==> src/rtl/sel_access_ctrl.sv <==
// sel_access_ctrl
// Sequencer and arbiter for the select register and the memory access behind
// it. Grants one of panel / PU / IO, issues the one-hot load strobe that makes
// the select register capture the chosen address source, then runs the memory
// read/write handshake and reports completion (or timeout) to the requester.
//
// Ports:
//   clk, resetn            clock, asynchronous active-low reset
//   pnl_req                panel manual address load request
//   pu_req, pu_src, pu_we  PU access request, address source, write flag
//   io_req, io_we          IO access request (always addr2), write flag
//   do_*_to_sel*           one-hot select register load strobes
//   mem_rd, mem_wr, mem_ack memory handshake
//   pnl_done, pu_done, io_done  one-cycle completion pulses
//   err_timeout            pulses with the done pulse when the access aborted
//   busy                   high in every state except IDLE
//   state_dbg              current FSM state encoding
//
// Handshake: a requester raises *_req and holds it until its *_done pulse.
// Requests are sampled only in IDLE; a req still high in the IDLE cycle after
// done is a new request. mem_rd/mem_wr are held until mem_ack is sampled high
// in ACCESS or the timeout expires; mem_ack outside ACCESS is ignored.
module sel_access_ctrl #(
  parameter int MEM_TIMEOUT = 15
) (
  input  logic       clk,
  input  logic       resetn,
  input  logic       pnl_req,
  input  logic       pu_req,
  input  logic [1:0] pu_src,
  input  logic       pu_we,
  input  logic       io_req,
  input  logic       io_we,
  output logic       do_arr_sel_to_sel,
  output logic       do_strt_to_sel,
  output logic       do_addr1_to_sel,
  output logic       do_addr2_to_sel_pu,
  output logic       do_addr2_to_sel_io,
  output logic       mem_rd,
  output logic       mem_wr,
  input  logic       mem_ack,
  output logic       pnl_done,
  output logic       pu_done,
  output logic       io_done,
  output logic       err_timeout,
  output logic       busy,
  output logic [2:0] state_dbg
);

  typedef enum logic [2:0] {
    S_IDLE, S_LOAD, S_SETTLE, S_ACCESS, S_DONE
  } state_t;

  typedef enum logic [1:0] {G_PNL, G_PU, G_IO} grant_t;

  localparam logic [7:0] TIMEOUT = 8'(MEM_TIMEOUT);

  state_t     state, state_n;
  grant_t     grant, grant_n;
  logic [1:0] src, src_n;
  logic       we, we_n;
  logic       last_io, last_io_n;   // 1: last PU/IO grant went to IO
  logic [7:0] cnt, cnt_n;
  logic       err, err_n;

  // Next values of the registered (Moore) outputs.
  logic [4:0] strb_n;   // {arr, strt, addr1, addr2_pu, addr2_io}
  logic       rd_n, wr_n, pnl_done_n, pu_done_n, io_done_n, err_to_n, busy_n;

  always_comb begin
    state_n   = state;
    grant_n   = grant;
    src_n     = src;
    we_n      = we;
    last_io_n = last_io;
    cnt_n     = cnt;
    err_n     = err;
    unique case (state)
      S_IDLE: begin
        cnt_n = '0;
        err_n = 1'b0;
        if (pnl_req) begin
          grant_n = G_PNL;
          state_n = S_LOAD;
        end else if (pu_req && (!io_req || last_io)) begin
          grant_n   = G_PU;
          src_n     = pu_src;
          we_n      = pu_we;
          last_io_n = 1'b0;
          // Source 3 keeps the current select value: skip load and settle.
          state_n   = (pu_src == 2'd3) ? S_ACCESS : S_LOAD;
        end else if (io_req) begin
          grant_n   = G_IO;
          src_n     = 2'd2;
          we_n      = io_we;
          last_io_n = 1'b1;
          state_n   = S_LOAD;
        end
      end
      S_LOAD:   state_n = (grant == G_PNL) ? S_DONE : S_SETTLE;
      S_SETTLE: state_n = S_ACCESS;
      S_ACCESS: begin
        cnt_n = cnt + 8'd1;
        // Ack has precedence over a timeout expiring in the same cycle.
        if (mem_ack) begin
          state_n = S_DONE;
        end else if (cnt_n == TIMEOUT) begin
          state_n = S_DONE;
          err_n   = 1'b1;
        end
      end
      S_DONE: begin
        cnt_n   = '0;
        state_n = S_IDLE;
      end
      default: state_n = S_IDLE;
    endcase
  end

  // Outputs are a function of the state being entered, then registered.
  always_comb begin
    strb_n = '0;
    if (state_n == S_LOAD) begin
      unique case (grant_n)
        G_PNL:   strb_n = 5'b10000;
        G_IO:    strb_n = 5'b00001;
        default: begin
          unique case (src_n)
            2'd0:    strb_n = 5'b01000;
            2'd1:    strb_n = 5'b00100;
            2'd2:    strb_n = 5'b00010;
            default: strb_n = 5'b00000;
          endcase
        end
      endcase
    end
    rd_n       = (state_n == S_ACCESS) && !we_n;
    wr_n       = (state_n == S_ACCESS) &&  we_n;
    pnl_done_n = (state_n == S_DONE) && (grant_n == G_PNL);
    pu_done_n  = (state_n == S_DONE) && (grant_n == G_PU);
    io_done_n  = (state_n == S_DONE) && (grant_n == G_IO);
    err_to_n   = (state_n == S_DONE) && err_n;
    busy_n     = (state_n != S_IDLE);
  end

  always_ff @(posedge clk or negedge resetn) begin
    if (!resetn) begin
      state              <= S_IDLE;
      grant              <= G_IO;
      src                <= '0;
      we                 <= 1'b0;
      last_io            <= 1'b1;
      cnt                <= '0;
      err                <= 1'b0;
      do_arr_sel_to_sel  <= 1'b0;
      do_strt_to_sel     <= 1'b0;
      do_addr1_to_sel    <= 1'b0;
      do_addr2_to_sel_pu <= 1'b0;
      do_addr2_to_sel_io <= 1'b0;
      mem_rd             <= 1'b0;
      mem_wr             <= 1'b0;
      pnl_done           <= 1'b0;
      pu_done            <= 1'b0;
      io_done            <= 1'b0;
      err_timeout        <= 1'b0;
      busy               <= 1'b0;
    end else begin
      state              <= state_n;
      grant              <= grant_n;
      src                <= src_n;
      we                 <= we_n;
      last_io            <= last_io_n;
      cnt                <= cnt_n;
      err                <= err_n;
      do_arr_sel_to_sel  <= strb_n[4];
      do_strt_to_sel     <= strb_n[3];
      do_addr1_to_sel    <= strb_n[2];
      do_addr2_to_sel_pu <= strb_n[1];
      do_addr2_to_sel_io <= strb_n[0];
      mem_rd             <= rd_n;
      mem_wr             <= wr_n;
      pnl_done           <= pnl_done_n;
      pu_done            <= pu_done_n;
      io_done            <= io_done_n;
      err_timeout        <= err_to_n;
      busy               <= busy_n;
    end
  end

  assign state_dbg = state;

endmodule

==> config.mk <==
export PLATFORM = sky130hd
export DESIGN_NAME = sel_access_ctrl
export DESIGN_NICKNAME = d
export VERILOG_FILES = /design/src/rtl/sel_access_ctrl.sv
export SDC_FILE = /design/constraint.sdc
export NUM_CORES = 1
export LEC_CHECK = 0
export BUFFER_PORTS_ARGS = -buffer_cell sky130_fd_sc_hd__buf_2
export CAP_MARGIN = 10
export CORE_UTILIZATION = 35
export CTS_BUF_LIST = sky130_fd_sc_hd__clkbuf_16
export CTS_CLUSTER_DIAMETER = 150
export DETAILED_ROUTE_END_ITERATION = 10
export GPL_TIMING_DRIVEN = 0
export PLACE_DENSITY = 0.57
export SYNTH_ARGS = -nofsm -noshare
export SYNTH_HDL_FRONTEND = slang
export SYNTH_SLANG_ARGS = --single-unit
export TNS_END_PERCENT = 50
==> constraint.sdc <==
create_clock -name clk -period 2.1 [get_ports clk]
set_input_delay 0.21 -clock clk [delete_from_list [all_inputs] [get_ports clk]]
set_output_delay 0.21 -clock clk [all_outputs]
set_load 0.05 [all_outputs]
**Yosys cells after proc, flatten, opt, wreduce, memory -nomap -nowiden**

Index checks and enable logic that the tools add are counted.

- Add/sub/neg operators: 1
- Equal/unequal tests: 13
- Multiplexer cells: 29
- Bitwise operators: 1
- Reduce and logical (&&, ||, !) cells: 19

Operator list:

| kind | count |
|---|---|
| $mux 2 | 9 |
| $mux 3 | 6 |
| $pmux 8 s2 | 1 |
| $pmux 3 s4 | 1 |
| $pmux 4 s3 | 1 |
| $pmux 5 s2 | 1 |
| $eq 3x2->1 const B | 3 |
| $add 8x1->8 const B | 1 |
| $eq 8x4->1 const B | 1 |
| $mux 1 | 8 |
| $logic_and 1x1->1 | 7 |
| $eq 2x2->1 const B | 3 |
| $eq 3x1->1 const B | 2 |
| $eq 3x3->1 const B | 2 |
| $logic_not 2->1 | 3 |
| $mux 5 | 1 |
| $eq 2x1->1 const B | 2 |
| $reduce_bool 2->1 | 2 |
| $logic_not 3->1 | 1 |
| $reduce_and 3->1 | 1 |
| $reduce_bool 3->1 | 1 |
| $logic_not 1->1 | 2 |
| $pmux 1 s2 | 1 |
| $reduce_or 2->1 | 1 |
| 2 further kinds | 2 |

- Bits in registers: 30
- Input port bits: 10

**Depth between registers and ports, before layout**

- Depth in word-level cells: 10
- Depth in mapped cells: 7

**Worst setup path before layout**

Ideal clock, no wire load.

- Path kind: register to register
- From: register state[2] (netlist: state_dbg[2])
- To: register mem_rd
- Data arrival time: 1764 ps
- Data required time: 2023 ps
- Slack: 259 ps
- Cell stages (with the launch flop): 6
- Path buffers: 1
- Clock period less this slack: 1841 ps
- Cell sequence: dfrtp_1 buf_6 nor4_4 a41oi_1 or4_1 a21oi_1

- Longest elaborated chain between the ends: 6
- Elaborated cells between the ends (all ways): 14
- Classes of those cells: eq/ne: 4; mux: 7; reduce/logical: 3

Ends and longest elaborated chain:

| element | line | source |
|---|---|---|
| start: declaration | 58 | `state_t state, state_n;` |
| start signal: assignment | 168 | `state <= state_n;` |
| $mux 3 | 92 | `end else if (io_req) begin` |
| $mux 3 | 85 | `end else if (pu_req && (!io_req \|\| last_io)) begin` |
| $mux 3 | 82 | `if (pnl_req) begin` |
| $pmux 3 s4 | 78 | `unique case (state)` |
| $eq 3x2->1 | 137 | `rd_n = (state_n == S_ACCESS) && !we_n;` |
| $logic_and 1x1->1 (*) | 137 |  |
| named net rd_n | 68 | `logic rd_n, wr_n, pnl_done_n, pu_done_n, io_done_n, err_to_n, busy_n;` |
| end signal: assignment | 180 | `mem_rd <= rd_n;` |
| end: declaration | 39 | `output logic mem_rd,` |

The timed path passes the listed nets; every way through them passes the cells marked *.
A chain may end at the register's enable or synchronous reset.

**Final worst setup path**

Same ends and word-level chain as after synthesis.

==> impl_metrics.csv <==
group,metric,value,unit
yosys,synth.distinct_cells,45,
yosys,syn_nets,148,
routing,wl_met2,1545,um
yosys,synth-warning-count,0,
cells_and_area,largest_register,"cnt",
placed_design,dpl.hpwl,2101,um
job,max_cap_violations,0,
timing,finalSetupViolations,0,
timing,report.final.slew_viol_count,0,
routing,drt-wirelength-per-cell,13.80,um
cells_and_area,num-fill-cells,381,
clocking,cts_root_buf,"clkbuf_16",
setup_path,cp-start-kind,"register",
clocking,cts_resized,0,
global_routing,grt_max_degree,29,
clocking,clk_latency,0.26,ns
die,pin_count,25,
global_routing,grt_usage,0.1659,
placed_design,gp_congestion,0.8034,
yosys,avgSynthCellArea,10.21,um2
placed_design,io_buffers,23,
clocking,postCtsSetupBuffers,0,
routing,via_count,1130,
timing,finalCriticalPeriod,1.751,ns
routing,drtIter0Drc,67,
setup_path,crit_required,2.29,ns
die,chipWidth,64.99,um
global_routing,grt_pass1_vias,1209,
clocking,htree_levels,1,
outcome,status,"completed",
yosys,seq_area_frac_synth,0.5063,
cells_and_area,layout.nets,177,
global_routing,antenna_found_initial,0,
timing,grt_setup_unrepaired,"false",
timing,post-route-period-util,0.8340,
power,peakVddDrop,415.0,uV
clocking,holdBufCountCts,1,
clocking,cts.sinks,28,
cells_and_area,drive_gt1_frac,0.2622,
power,leakage,0.7901,nW
setup_path,cp_max_fo,10,
clocking,cts_made_buffers,3,
die,dieArea,4224,um2
cells_and_area,diodes,0,
yosys,synth_top_area_share,0.4685,
timing,final-hold-violation-count,0,
die,core-area,3744,um2
yosys,netlist_area,1389,um2
timing,tns,0,ns
routing,met3_length,92,um
routing,drtPass1Iterations,4,
timing,holdWs,0.1432,ns
global_routing,grt_remaining_overflow,0,
timing,worst_pin_slew,0.6058,ns
power,p_per_area,1382,nW/um2
yosys,syn_inst,136,
die,row_count,22,
routing,via_per_inst,5.330,
yosys,yosys.area.top_type,"dfrtp_1",
yosys,synth_seq_cells,28,
min_path,min_path_type,"primary input to register",
clocking,cts_tree,"done",
routing,highest_layer,"met4",
routing,ant_nets,0,
die,start_util,0.3710,
cells_and_area,area_delta_synth_final,20.90,%
setup_path,endpoint_kind,"register",
setup_path,ff2ff_setup_slack,0.35,ns
cells_and_area,largest_register_ffs,8,
setup_path,crit_arrival,1.94,ns
timing,finClkSkew,0.002289,ns
yosys,synth.area.top_cells,"dfrtp_1, o21ai_0, dfstp_2, nand2_1, a21oi_1",
clocking,cts.clk_slew.worst_paths,0.07,ns
timing,relSlewSlack,0.5962,
setup_path,crit_type,"register to register",
routing,drt-total-wl,2926,um
clocking,clk_path_buf_depth,2,
routing,wl_met1,1263,um
timing,max_clock_freq,571.0,MHz
die,die_h,64.99,um
global_routing,grt_pass1_wl,5471,um
routing,post-route-drc-count,0,
synthesized netlist by cell type:
cell type and count:
buf_4 1, o22a_2 1, inv_1 6, nand3b_2 1, nand2b_1 3, xor2_1 2
nor4_4 1, or4_4 1, and4_1 1, a21oi_1 7, a31oi_1 3, nor4_1 2
ha_1 2, nor3_1 4, o41ai_2 1, or2_1 1, and4_2 1, nor2_2 1
and2_2 1, a41oi_1 2, o211a_1 1, and2_1 2, o21ai_1 3, o21ai_0 13
nand2_1 10, nor2_1 8, o32ai_1 1, nor3b_1 2, o21a_1 2, dfstp_2 2
dfrtp_1 26, nor3_2 1, nand3_1 4, or3_1 1, o31a_1 1, nor2b_1 3
nand2b_2 1, clkbuf_1 1, o31ai_1 4, a21boi_1 1, and3_1 1, or4_1 1
a32oi_1 2, buf_2 1, buf_6 2
final timing paths:
| check | from | to | cells after the start |
|---|---|---|---|
| min in group asynchronous | resetn | pnl_done | 2 |
| min | pu_src[0] | do_addr2_to_sel_pu | 2 |
| max reg2reg | state_dbg[2] | mem_rd | 5 |
| min reg2reg | err | err | 2 |
| max in group asynchronous | resetn | cnt[3] | 2 |
| max | state_dbg[2] | mem_rd | 5 |
kinds of logic (layout without fill, tap and decap cells):
logic type | Yosys count | count (layout) | synth area share
simple gates | 51 | 51 | 0.2207
xor+xnor | 2 | 2 | 0.01261
flops | 28 | 28 | 0.5063
fa+ha+maj | 2 | 2 | 0.01802
compound gates | 42 | 42 | 0.1982
buf+inv | 11 | 39 | 0.04414
critical path, stage by stage, from the launching register on:
cell	delay (ns)
dfrtp_1	0.39
buf_6	0.15
nor4_4	0.35
a41oi_1	0.16
or4_1	0.46
a21oi_1	0.16
layer usage:
| metal | track usage | vias to the layer above |
|---|---|---|
| met2 | 0.3073 | 21 |
| li1 | - | 551 |
| met3 | 0.02993 | 4 |
| met4 | 0.05000 | 0 |
| met1 | 0.1903 | 554 |
| met5 | 0 | - |
cell type report:
class                           count  area [um2]  share of cell area
Timing Repair Buffer               24       125.1             0.07452
Sequential cell                    28       703.2              0.4188
Multi-Input combinational cell     97       624.3              0.3718
Clock buffer                        3       75.07             0.04471
Clock inverter                      1       30.03             0.01788
Buffer                              5       38.79             0.02310
Inverter                            6       22.52             0.01341
Tap cell                           48       60.06             0.03577
where the power goes:
group,switching [mW],internal (mW),leakage [nW]
Combinational,0.662,0.314,0.371
Clock,0.177,0.379,0.0511
Sequential,0.108,0.680,0.368
layout by cell type (no fill, tap or decap), types with 3 or more instances in the layout:
master	netlist	layout
a21oi_1	7	7
a31oi_1	3	3
buf_2	1	24
clkbuf_16	0	3
dfrtp_1	26	26
inv_1	6	6
nand2_1	10	10
nand2b_1	3	3
nand3_1	4	4
nor2_1	8	8
nor2b_1	3	3
nor3_1	4	4
o21ai_0	13	13
o21ai_1	3	3
o31ai_1	4	4
metrics by stage:
step	std cells	utilization	setup slack [ns]	instance area (um2)	total power, mW
after floorplan	136	-	0.2589	1389	1.532
after global placement	207	0.4178	0.3932	1564	1.747
after detailed placement	207	0.4178	0.3768	1564	1.764
after CTS	212	0.4485	0.3362	1679	2.336
after global routing	212	0.4485	0.2454	1679	2.489
final	212	0.4485	0.3487	1679	2.320
Note: power is estimated with default switching activity, not from simulation.
